**src/rtl/game_pkg.sv**
```systemverilog
// Shared game definitions: state encoding, point values and ghost-combo width,
// reused by the game controller, ghost and graphics blocks.
package game_pkg;

    typedef enum logic [2:0] {
        ST_IDLE  = 3'd0,
        ST_READY = 3'd1,
        ST_PLAY  = 3'd2,
        ST_DYING = 3'd3,
        ST_CLEAR = 3'd4,
        ST_OVER  = 3'd5
    } game_state_e;

    localparam int COMBO_W = 2;
    localparam int SCORE_W = 20;

    localparam logic [COMBO_W-1:0] COMBO_MAX         = 2'd3;
    localparam logic [SCORE_W-1:0] PELLET_POINTS     = 20'd10;
    localparam logic [SCORE_W-1:0] POWER_POINTS      = 20'd50;
    localparam logic [SCORE_W-1:0] GHOST_BASE_POINTS = 20'd200;
    localparam logic [SCORE_W-1:0] SCORE_MAX         = 20'd999999;
    localparam logic [SCORE_W-1:0] EXTRA_LIFE_SCORE  = 20'd10000;
    localparam logic [2:0]         MAX_LIVES         = 3'd7;

    function automatic logic [SCORE_W-1:0] ghost_award(input logic [COMBO_W-1:0] combo);
        return GHOST_BASE_POINTS << combo;
    endfunction

endpackage

```
**src/rtl/fright_timer.sv**
```systemverilog
// Frightened-mode timer and ghost-combo tracker; also prices the ghosts
// eaten this tick so the controller can add them to the score.
module fright_timer
    import game_pkg::*;
#(
    parameter int FRIGHT_TICKS = 360
) (
    input  logic               clk,
    input  logic               rst,
    input  logic               play,
    input  logic               hold,
    input  logic               power_eaten,
    input  logic [3:0]         ghost_eaten,
    input  logic               clear,
    output logic               fright_active,
    output logic [COMBO_W-1:0] ghost_combo,
    output logic [SCORE_W-1:0] ghost_points
);

    localparam int TW = $clog2(FRIGHT_TICKS + 1);

    logic [TW-1:0]      timer_q, timer_d;
    logic [COMBO_W-1:0] combo_q, combo_d, combo_walk;
    logic               active_q;

    // Award ghosts in ascending bit order, each at the combo left by the previous one.
    always_comb begin
        ghost_points = '0;
        combo_walk   = combo_q;
        for (int i = 0; i < 4; i++) begin
            ghost_points = ghost_points +
                ((play && active_q && ghost_eaten[i]) ? ghost_award(combo_walk) : 20'd0);
            combo_walk   = (play && active_q && ghost_eaten[i] && combo_walk != COMBO_MAX) ?
                           combo_walk + 2'd1 : combo_walk;
        end
    end

    // Timer reload, hold-aware countdown, and combo reset on reload or expiry.
    always_comb begin
        if (clear) begin
            timer_d = '0;
        end else if (play && power_eaten) begin
            timer_d = TW'(FRIGHT_TICKS);
        end else if (play && !hold && timer_q != '0) begin
            timer_d = timer_q - TW'(1);
        end else begin
            timer_d = timer_q;
        end

        if (clear || (play && power_eaten) || timer_d == '0) begin
            combo_d = '0;
        end else begin
            combo_d = combo_walk;
        end
    end

    // Timer, combo and frightened-flag registers.
    always_ff @(posedge clk) begin
        if (rst) begin
            timer_q  <= '0;
            combo_q  <= '0;
            active_q <= 1'b0;
        end else begin
            timer_q  <= timer_d;
            combo_q  <= combo_d;
            active_q <= (timer_d != '0);
        end
    end

    assign fright_active = active_q;
    assign ghost_combo   = combo_q;

endmodule

```
**src/rtl/game_state.sv**
```systemverilog
// Top-level game controller: game-flow FSM, score, lives, level and pellet
// bookkeeping, with the frightened-mode logic in fright_timer.
module game_state
    import game_pkg::*;
#(
    parameter int TOTAL_PELLETS = 244,
    parameter int FRIGHT_TICKS  = 360,
    parameter int READY_TICKS   = 120,
    parameter int DEATH_TICKS   = 120,
    parameter int CLEAR_TICKS   = 180,
    parameter int START_LIVES   = 3
) (
    input  logic        clk,
    input  logic        rst,
    input  logic        start,
    input  logic        hold,
    input  logic        pellet_eaten,
    input  logic        power_eaten,
    input  logic [3:0]  ghost_eaten,
    input  logic        pacman_caught,
    output logic [2:0]  state,
    output logic        pause,
    output logic [19:0] score,
    output logic [2:0]  lives,
    output logic [7:0]  level,
    output logic [7:0]  pellets_left,
    output logic        fright_active,
    output logic [1:0]  ghost_combo,
    output logic        maze_reload
);

    localparam logic [15:0] READY_LOAD = 16'(READY_TICKS - 1);
    localparam logic [15:0] DEATH_LOAD = 16'(DEATH_TICKS - 1);
    localparam logic [15:0] CLEAR_LOAD = 16'(CLEAR_TICKS - 1);

    game_state_e        state_q;
    logic [15:0]        tick_q;
    logic [SCORE_W-1:0] score_q, score_d;
    logic [2:0]         lives_q, lives_d, lives_bonus_s;
    logic [7:0]         level_q, pellets_q, pellets_d;
    logic               bonus_q, reload_q, start_q, pause_q;
    logic               in_play_s, start_edge_s, level_done_s, caught_s, bonus_grant_s;
    logic [1:0]         eaten_cnt_s;
    logic [SCORE_W:0]   score_sum_s;
    logic [SCORE_W-1:0] ghost_points_s;

    assign in_play_s    = (state_q == ST_PLAY);
    assign start_edge_s = start & ~start_q;
    assign eaten_cnt_s  = {1'b0, pellet_eaten} + {1'b0, power_eaten};
    assign pellets_d    = (pellets_q > {6'd0, eaten_cnt_s}) ? pellets_q - {6'd0, eaten_cnt_s} : 8'd0;
    // Clearing the maze wins over a same-tick catch; the fright timer is dropped on either exit.
    assign level_done_s = in_play_s && (eaten_cnt_s != 2'd0) && (pellets_d == 8'd0);
    assign caught_s     = in_play_s && pacman_caught && !level_done_s;

    assign score_sum_s = {1'b0, score_q}
                       + {1'b0, (pellet_eaten ? PELLET_POINTS : 20'd0)}
                       + {1'b0, (power_eaten  ? POWER_POINTS  : 20'd0)}
                       + {1'b0, ghost_points_s};
    assign score_d       = (score_sum_s > {1'b0, SCORE_MAX}) ? SCORE_MAX : score_sum_s[SCORE_W-1:0];
    assign bonus_grant_s = !bonus_q && (score_d >= EXTRA_LIFE_SCORE);
    assign lives_bonus_s = (bonus_grant_s && lives_q != MAX_LIVES) ? lives_q + 3'd1 : lives_q;
    assign lives_d       = caught_s ? lives_bonus_s - 3'd1 : lives_bonus_s;

    fright_timer #(
        .FRIGHT_TICKS(FRIGHT_TICKS)
    ) u_fright (
        .clk          (clk),
        .rst          (rst),
        .play         (in_play_s),
        .hold         (hold),
        .power_eaten  (power_eaten),
        .ghost_eaten  (ghost_eaten),
        .clear        (level_done_s || caught_s),
        .fright_active(fright_active),
        .ghost_combo  (ghost_combo),
        .ghost_points (ghost_points_s)
    );

    // Game-flow FSM with all registered outputs.
    always_ff @(posedge clk) begin
        if (rst) begin
            state_q   <= ST_IDLE;
            tick_q    <= 16'd0;
            score_q   <= '0;
            lives_q   <= 3'd0;
            level_q   <= 8'd0;
            pellets_q <= 8'd0;
            bonus_q   <= 1'b0;
            reload_q  <= 1'b0;
            start_q   <= 1'b0;
            pause_q   <= 1'b1;
        end else begin
            start_q  <= start;
            reload_q <= 1'b0;
            pause_q  <= 1'b1;
            case (state_q)
                ST_IDLE: begin
                    if (start_edge_s) begin
                        state_q   <= ST_READY;
                        tick_q    <= READY_LOAD;
                        lives_q   <= 3'(START_LIVES);
                        score_q   <= '0;
                        level_q   <= 8'd1;
                        pellets_q <= 8'(TOTAL_PELLETS);
                        bonus_q   <= 1'b0;
                        reload_q  <= 1'b1;
                    end
                end
                ST_READY: begin
                    if (!hold) begin
                        if (tick_q == 16'd0) begin
                            state_q <= ST_PLAY;
                            pause_q <= 1'b0;
                        end else begin
                            tick_q <= tick_q - 16'd1;
                        end
                    end
                end
                ST_PLAY: begin
                    score_q   <= score_d;
                    lives_q   <= lives_d;
                    bonus_q   <= bonus_q | bonus_grant_s;
                    pellets_q <= pellets_d;
                    if (level_done_s) begin
                        state_q <= ST_CLEAR;
                        tick_q  <= CLEAR_LOAD;
                    end else if (caught_s) begin
                        state_q <= ST_DYING;
                        tick_q  <= DEATH_LOAD;
                    end else begin
                        pause_q <= hold;
                    end
                end
                ST_DYING: begin
                    if (!hold) begin
                        if (tick_q == 16'd0) begin
                            state_q <= (lives_q != 3'd0) ? ST_READY : ST_OVER;
                            tick_q  <= READY_LOAD;
                        end else begin
                            tick_q <= tick_q - 16'd1;
                        end
                    end
                end
                ST_CLEAR: begin
                    if (!hold) begin
                        if (tick_q == 16'd0) begin
                            state_q   <= ST_READY;
                            tick_q    <= READY_LOAD;
                            level_q   <= level_q + 8'd1;
                            pellets_q <= 8'(TOTAL_PELLETS);
                            reload_q  <= 1'b1;
                        end else begin
                            tick_q <= tick_q - 16'd1;
                        end
                    end
                end
                ST_OVER: begin
                    if (start_edge_s) begin
                        state_q <= ST_IDLE;
                    end
                end
                default: begin
                    state_q <= ST_IDLE;
                end
            endcase
        end
    end

    assign state        = state_q;
    assign pause        = pause_q;
    assign score        = score_q;
    assign lives        = lives_q;
    assign level        = level_q;
    assign pellets_left = pellets_q;
    assign maze_reload  = reload_q;

endmodule

```
**config.mk**
```make
export PLATFORM = sky130hd
export DESIGN_NAME = game_state
export DESIGN_NICKNAME = d
export VERILOG_FILES = /design/src/rtl/game_pkg.sv /design/src/rtl/fright_timer.sv /design/src/rtl/game_state.sv
export SDC_FILE = /design/constraint.sdc
export NUM_CORES = 1
export LEC_CHECK = 0
export ABC_AREA = 1
export CORE_MARGIN = 2
export CORE_UTILIZATION = 70
export DETAILED_ROUTE_END_ITERATION = 16
export DONT_BUFFER_PORTS = 1
export PLACE_DENSITY = 0.85
export SETUP_SLACK_MARGIN = 0.02
export SYNTH_ARGS = -nofsm -noshare
export SYNTH_HDL_FRONTEND = slang
export SYNTH_HIERARCHICAL = 1
export SYNTH_SLANG_ARGS = --single-unit
```
**constraint.sdc**
```tcl
create_clock -name clk -period 12.6 [get_ports clk]
set_clock_uncertainty 0.05 [all_clocks]
set_input_delay 1.26 -clock clk [delete_from_list [all_inputs] [get_ports clk]]
set_output_delay 1.26 -clock clk [all_outputs]
set_load 0.05 [all_outputs]
```
==> impl_metrics.py, run 1 <==
metrics = {
    "finish": {
        "num_antenna_cells": 0,
        "nets": 1204,
        "drive_gt1_frac": 0.06897,
        "stdcell_count": 1235,
        "num-fill-cells": 818,
        "fin_util": 0.7586,
        "syn2layout_area_growth_pct": 4.271,
    },
    "floorplan": {
        "die_area_um2": 11080,
        "io_pins": 58,
        "initial_core_util": 0.7275,
        "num_rows": 36,
        "core_um2": 9864,
        "die_h_um": 105.3,
        "die-width_um": 105.3,
    },
    "drt": {
        "routed_wirelength_mm": 16.28,
        "ant_nets": 0,
        "drt_iter0_drc": 442,
        "drc": 0,
        "viasPerCell": 5.364,
        "vias": 6625,
        "drt_first_pass_iters": 5,
        "post_drt_wl_per_cell_um": 13.18,
    },
    "clock_network": {
        "numCtsBuffers": 9,
        "cts_max_level": 3,
        "holdBufCountCts": 0,
        "clockBufferDepth": 2,
        "clkSinkCount": 74,
        "clock_latency_ps": 370,
        "cts_resized": 0,
        "cts_root_buf": "clkbuf_8",
        "clk_pin_slew_ps": 80,
        "post-cts-setup-buffer-count": 0,
        "cts_tree": "yes",
    },
    "sta": {
        "fin_crit_ps": 9849,
        "hold_viol": 0,
        "max_slew_margin": 0.3884,
        "slew_viol_final": 0,
        "fin_crit_sh": 0.7817,
        "rsz0062_at_grt": "no",
        "timing.fmax_mhz": 101.5,
        "tns_ps": 0,
        "finalSetupViolations": 0,
        "worst_slew_pin_slew_ps": 916.3,
        "hold_slack_ps": 425.0,
    },
    "outcome": {
        "outcome": "finished, final reports clean",
    },
    "global_route": {
        "grt_start_max_net_pins": 32,
        "antenna_found_initial": 0,
        "grt_overflow": 0,
        "grt_pass1_wl_mm": 27.36,
        "grtUsageTotal": 0.3028,
        "grt_pass1_vias": 6073,
    },
    "critical_path": {
        "timing.rr.start": "state[1]$_SDFFE_PP0P_",
        "crit_type": "reg2reg",
        "crit_end": "lives[1]$_SDFFE_PP0P_",
        "worst_r2r_path_depth": 56,
        "rr_endpoint": "lives[1]$_SDFFE_PP0P_",
        "critPathSlowestCell": "dfxtp_1",
        "crit_top_cell": "nand2_1",
        "path_max_fanout": 20,
        "required_ps": 12860,
        "rrSetupSlack_ps": 2750,
        "crit_start": "state[1]$_SDFFE_PP0P_",
        "cp-start-kind": "flop",
        "end_kind": "flop",
        "cpPeakStageDelay_ps": 700,
        "critPathArrivalTime_ps": 10110,
    },
    "placement": {
        "portBuffers": 0,
        "dp.cells": 1220,
        "gp_congestion": 0.9234,
        "dpl.hpwl_mm": 13.01,
    },
    "synth": {
        "syn_avg_cell_area_um2": 6.530,
        "yosysSeqAreaShare": 0.2064,
        "synth_cells": 1099,
        "synth_top_area_share": 0.2064,
        "yosys.cell_types.count": 58,
        "synthArstFlopShare": 0,
        "synthFlopType": "dfxtp_1",
        "yosys-top-cells-area": "dfxtp_1 (21%), nand2_1 (13%), ha_1 (13%)",
        "synth-edff-count": 0,
        "yosysTopAreaCell": "dfxtp_1",
        "netlist_area_um2": 7177,
        "ys_ff_latch": 74,
        "synth_warnings": 6,
    },
    "pwr": {
        "p_per_area_nw_per_um2": 181.8,
        "peakVddDrop_uv": 170.3,
        "total_leakage_power_nw": 4.031,
    },
    "run": {
        "maxCapViolCount": 0,
    },
    "min_path": {
        "hp-class": "reg2reg",
    },
}
logic make-up (layout without fill, tap and decap cells):
logic type / after synthesis / count (layout) / share of synthesized area
AND/OR/NAND/NOR: 537 / 537 / 0.3264
buffers and inverters: 237 / 231 / 0.1311
AO/OA/AOI/OAI: 126 / 126 / 0.1043
adder cells (fa/ha/maj): 95 / 95 / 0.1886
flip-flops: 74 / 74 / 0.2064
XOR/XNOR: 28 / 28 / 0.04132
other: 1 / 10 / 0.0005225
multiplexers: 1 / 1 / 0.001395
cells in the mapped netlist, drive strengths merged (4+ instances only):
master / n
nand4: 9
inv: 214
nand2: 273
buf: 16
ha: 73
xor2: 15
or2: 9
dfxtp: 74
nor2: 136
a31oi: 4
a21oi: 49
nand3: 75
nor3: 23
clkbuf: 7
o21bai: 4
xnor2: 12
o21ai: 49
fa: 22
critical path, delay by kind of cell (launching register included):
family                   cells  cell delay (ps)
XOR/XNOR                     2              580
AND/OR/NAND/NOR             26             3090
flip-flops                   1              700
buffers and inverters       10             1110
AO/OA/AOI/OAI                9             1620
adder cells (fa/ha/maj)      9             2630
how the worst min path moves through the flow:
stage                                 from  cells after the start                     end  slack [ps]
floorplan           tick_q[0]$_SDFFE_PP0P_                      1  tick_q[0]$_SDFFE_PP0P_         380
global placement    tick_q[0]$_SDFFE_PP0P_                      1  tick_q[0]$_SDFFE_PP0P_         400
detailed placement  tick_q[0]$_SDFFE_PP0P_                      1  tick_q[0]$_SDFFE_PP0P_         410
CTS                 tick_q[0]$_SDFFE_PP0P_                      1  tick_q[0]$_SDFFE_PP0P_         430
global route        tick_q[0]$_SDFFE_PP0P_                      1  tick_q[0]$_SDFFE_PP0P_         460
finish              tick_q[0]$_SDFFE_PP0P_                      1  tick_q[0]$_SDFFE_PP0P_         420
layout by cell type (no fill, tap or decap), drive strengths merged, types with 2 or more instances in the layout:
| cell | netlist | final |
|---|---|---|
| nor4 | 2 | 2 |
| inv | 214 | 214 |
| nor2 | 136 | 136 |
| fa | 22 | 22 |
| nor3 | 23 | 23 |
| a211oi | 2 | 2 |
| a31oi | 4 | 4 |
| nand2 | 273 | 273 |
| a311oi | 2 | 2 |
| a32o | 3 | 3 |
| o21bai | 4 | 4 |
| nand4 | 9 | 9 |
| clkbuf | 7 | 11 |
| xor2 | 15 | 15 |
| nor3b | 2 | 2 |
| nand3b | 3 | 3 |
| conb | 1 | 10 |
| and3 | 3 | 3 |
| xnor2 | 12 | 12 |
| o21ai | 49 | 49 |
| buf | 16 | 2 |
| or2 | 9 | 9 |
| bufinv | 0 | 2 |
| a41oi | 3 | 3 |
| clkinvlp | 0 | 2 |
| dfxtp | 74 | 74 |
| o31ai | 3 | 3 |
| a21oi | 49 | 49 |
| ha | 73 | 73 |
| nand3 | 75 | 75 |
power by group:
| part | internal, W | leakage, nW | switching (W) | total, W |
|---|---|---|---|---|
| Combinational | 0.000240 | 3.32 | 0.000447 | 0.000686 |
| Clock | 0.000121 | 0.108 | 0.0000881 | 0.000209 |
| Sequential | 0.000289 | 0.603 | 0.000175 | 0.000465 |
| Total | 0.000650 | 4.03 | 0.000710 | 0.00136 |
routing by layer:
metal,GRT usage,part of all wire
met1,0.3909,0.44
met2,0.5041,0.46
met3,0.05999,0.070
met4,0.1067,0.022
met5,0,0
state kept, by name (all words and copies together) (netlist names):
name,flops
bonus_q,1
level,8
lives,3
maze_reload,1
pause,1
pellets_left,8
score,20
start_q,1
state,3
tick_q,16
u_fright/fright_active,1
u_fright/ghost_combo,2
u_fright/timer_q,9
layout make-up:
cell class	instances	area, um2	area share
clock buffers	11	151.4	0.02023
clock inverters	4	75.07	0.01003
inverters	214	805.8	0.1077
multi-input cells	797	4788	0.6399
flip-flops and latches	74	1481	0.1980
well taps	133	166.4	0.02224
repair buffers	2	15.01	0.002006
metrics by stage:
stage               setup WS [ps]   power, W  area [um2]
floorplan                    3665  0.0009970        7211
global placement             3141   0.001124        7257
detailed placement           2904   0.001135        7257
CTS                          2776   0.001353        7483
global route                 1866   0.001479        7483
finish                       2751   0.001360        7483
(Power assumes the default switching activity.)
==> run 2: changes to the inputs <==
--- a/config.mk
+++ b/config.mk
@@ -7,10 +7,10 @@
 export LEC_CHECK = 0
 export ABC_AREA = 1
 export CORE_MARGIN = 2
-export CORE_UTILIZATION = 70
+export CORE_UTILIZATION = 59
 export DETAILED_ROUTE_END_ITERATION = 16
 export DONT_BUFFER_PORTS = 1
-export PLACE_DENSITY = 0.85
+export PLACE_DENSITY = 0.77
 export SETUP_SLACK_MARGIN = 0.02
 export SYNTH_ARGS = -nofsm -noshare
 export SYNTH_HDL_FRONTEND = slang
==> constraint.sdc (replaced) <==
create_clock -name clk -period 9.06 [get_ports clk]
set_clock_uncertainty 0.05 [all_clocks]
set_input_delay 0.906 -clock clk [delete_from_list [all_inputs] [get_ports clk]]
set_output_delay 0.906 -clock clk [all_outputs]
set_load 0.05 [all_outputs]
==> run 2 against run 1 <==
Core utilization shrank 11 points. Setup slack lost 2100 ps. Largest cell class unchanged. Critical endpoint unchanged. Worst hold slack lost 4.3 ps. Power grew 46%. Non-clock buffer count grew 16. Sequential power grew 32%. Design area grew 3.6%. Clock power grew 72%.
==> impl_metrics.py, run 2 (synthesized netlist as in run 1, its figures left out) <==
metrics = {
    "critical_path": {
        "end_kind": "flop",
        "cpPeakStageDelay_ps": 480,
        "rrSetupSlack_ps": 690,
        "crit_top_cell": "nand2_1",
        "required_ps": 9300,
        "cp-start-kind": "flop",
        "crit_type": "reg2reg",
        "critPathArrivalTime_ps": 8610,
        "critPathSlowestCell": "fa_1",
        "path_max_fanout": 8,
    },
    "clock_network": {
        "clock_latency_ps": 350,
        "cts_max_level": 3,
        "clk_pin_slew_ps": 60,
        "cts_root_buf": "clkbuf_16",
        "cts_tree": "yes",
        "clockBufferDepth": 2,
        "clkSinkCount": 74,
        "numCtsBuffers": 9,
    },
    "finish": {
        "syn2layout_area_growth_pct": 7.985,
        "num_antenna_cells": 0,
        "final_cell_mix": "nand2_1 (256), inv_1 (202), nor2_1 (127), dfxtp_1 (74)",
        "layout_commonest_cell": "nand2_1",
        "stdcell_area_um2": 7750,
        "nets": 1220,
        "stdcell_count": 1265,
        "largest_reg_flops": 20,
        "drive_gt1_frac": 0.09034,
    },
    "placement": {
        "portBuffers": 0,
        "dp.cells": 1244,
        "place_area_um2": 7350,
        "dp_slack_ps": -44.83,
        "dpl.hpwl_mm": 13.59,
        "gp_congestion": 0.9528,
    },
    "global_route": {
        "grt_pass1_vias": 6111,
        "grtUsageTotal": 0.2733,
        "grt_overflow": 0,
        "grt_start_max_net_pins": 32,
        "antenna_found_initial": 0,
        "gr-usage-met2": 0.4544,
        "busiest_layer": "met2",
        "grt_pass1_wl_mm": 28.52,
        "use_met1": 0.3614,
        "grt.met3_usage": 0.04976,
    },
    "sta": {
        "fin_crit_sh": 0.9233,
        "max_slew_margin": 0.5481,
        "timing.fmax_mhz": 119.5,
        "hold_slack_ps": 420.6,
        "postLayoutSetupSlackWorst_ps": 695.0,
        "hold_viol": 0,
        "worst_slew_pin_slew_ps": 675.3,
        "finalSetupViolations": 0,
        "fin_crit_ps": 8365,
        "slew_viol_final": 0,
        "tns_ps": 0,
    },
    "drt": {
        "viasPerCell": 5.359,
        "routed_wirelength_mm": 17.27,
        "vias": 6779,
        "ant_nets": 0,
        "drt_first_pass_iters": 5,
        "drt_iter0_drc": 376,
        "post_drt_wl_per_cell_um": 13.65,
        "drc": 0,
    },
    "run": {
        "maxCapViolCount": 0,
    },
    "floorplan": {
        "die_h_um": 114.3,
        "num_rows": 40,
        "io_pins": 58,
        "initial_core_util": 0.6000,
        "core_um2": 11960,
        "die_area_um2": 13060,
        "die-width_um": 114.3,
    },
    "pwr": {
        "clockPowerShare": 0.181,
        "p_seq_frac": 0.308,
        "p_per_area_nw_per_um2": 257.1,
        "p_switching_w": 0.001019,
        "p_int_w": 0.0009728,
        "swShare": 0.5117,
        "peakVddDrop_uv": 231.6,
        "total_leakage_power_nw": 4.155,
        "p_comb_frac": 0.511,
    },
    "min_path": {
        "hp-class": "reg2reg",
    },
    "outcome": {
        "outcome": "finished, final reports clean",
    },
}
run 2: power by group through the flow:
stage	clock network [W]	registers (W)	logic, W
after floorplan	0	0.000624	0.000763
after global placement	0	0.000620	0.000968
after detailed placement	0	0.000620	0.000978
after CTS	0.000364	0.000614	0.000989
after global routing	0.000377	0.000627	0.00116
final	0.000360	0.000614	0.00102
run 2: worst max-delay path, delay by kind of cell, from the launching register on:
kind	cells	cell delay [ps]
buf+inv	9	720
flops	1	330
simple gates	28	2960
xor+xnor	1	180
compound gates	11	1620
fa+ha+maj	8	2420
run 2: per-layer routing:
metal / share of wire / vias up
li1: - / 3473
met1: 0.45 / 3104
met2: 0.47 / 186
met3: 0.074 / 16
met4: 0.013 / 0
met5: 0 / -
run 2: final cells by class:
class	instances	area, um2
Inverter	214	805.8
Multi-Input combinational cell	797	4853
Fill cell	1107	4212
Timing Repair Buffer	18	135.1
Clock buffer	9	225.2
Sequential cell	74	1481
Tap cell	147	183.9
Clock inverter	6	65.06
run 2: per-stage QoR:
| stage | util | power (W) |
|---|---|---|
| floorplan | - | 0.001387 |
| detailed placement | 0.6144 | 0.001598 |
| global placement | 0.6144 | 0.001588 |
| CTS | 0.6389 | 0.001967 |
| finish | 0.6479 | 0.001992 |
| global route | 0.6479 | 0.002166 |
run 2: worst paths after layout:
check,cells after the start,end,startpoint
min reg2reg,1,tick_q[0]$_SDFFE_PP0P_,tick_q[0]$_SDFFE_PP0P_
min,1,tick_q[0]$_SDFFE_PP0P_,tick_q[0]$_SDFFE_PP0P_
max,57,lives[1]$_SDFFE_PP0P_,state[1]$_SDFFE_PP0P_
max reg2reg,57,lives[1]$_SDFFE_PP0P_,state[1]$_SDFFE_PP0P_
run 2: what timing repair did:
action / CTS / global route
setup endpoints to repair: 2 / 5
hold buffers: 0 / 0
setup buffers: 0 / 6
pin swaps: 0 / 5
gates resized for setup: 1 / 15
hold endpoints to repair: 0 / 0
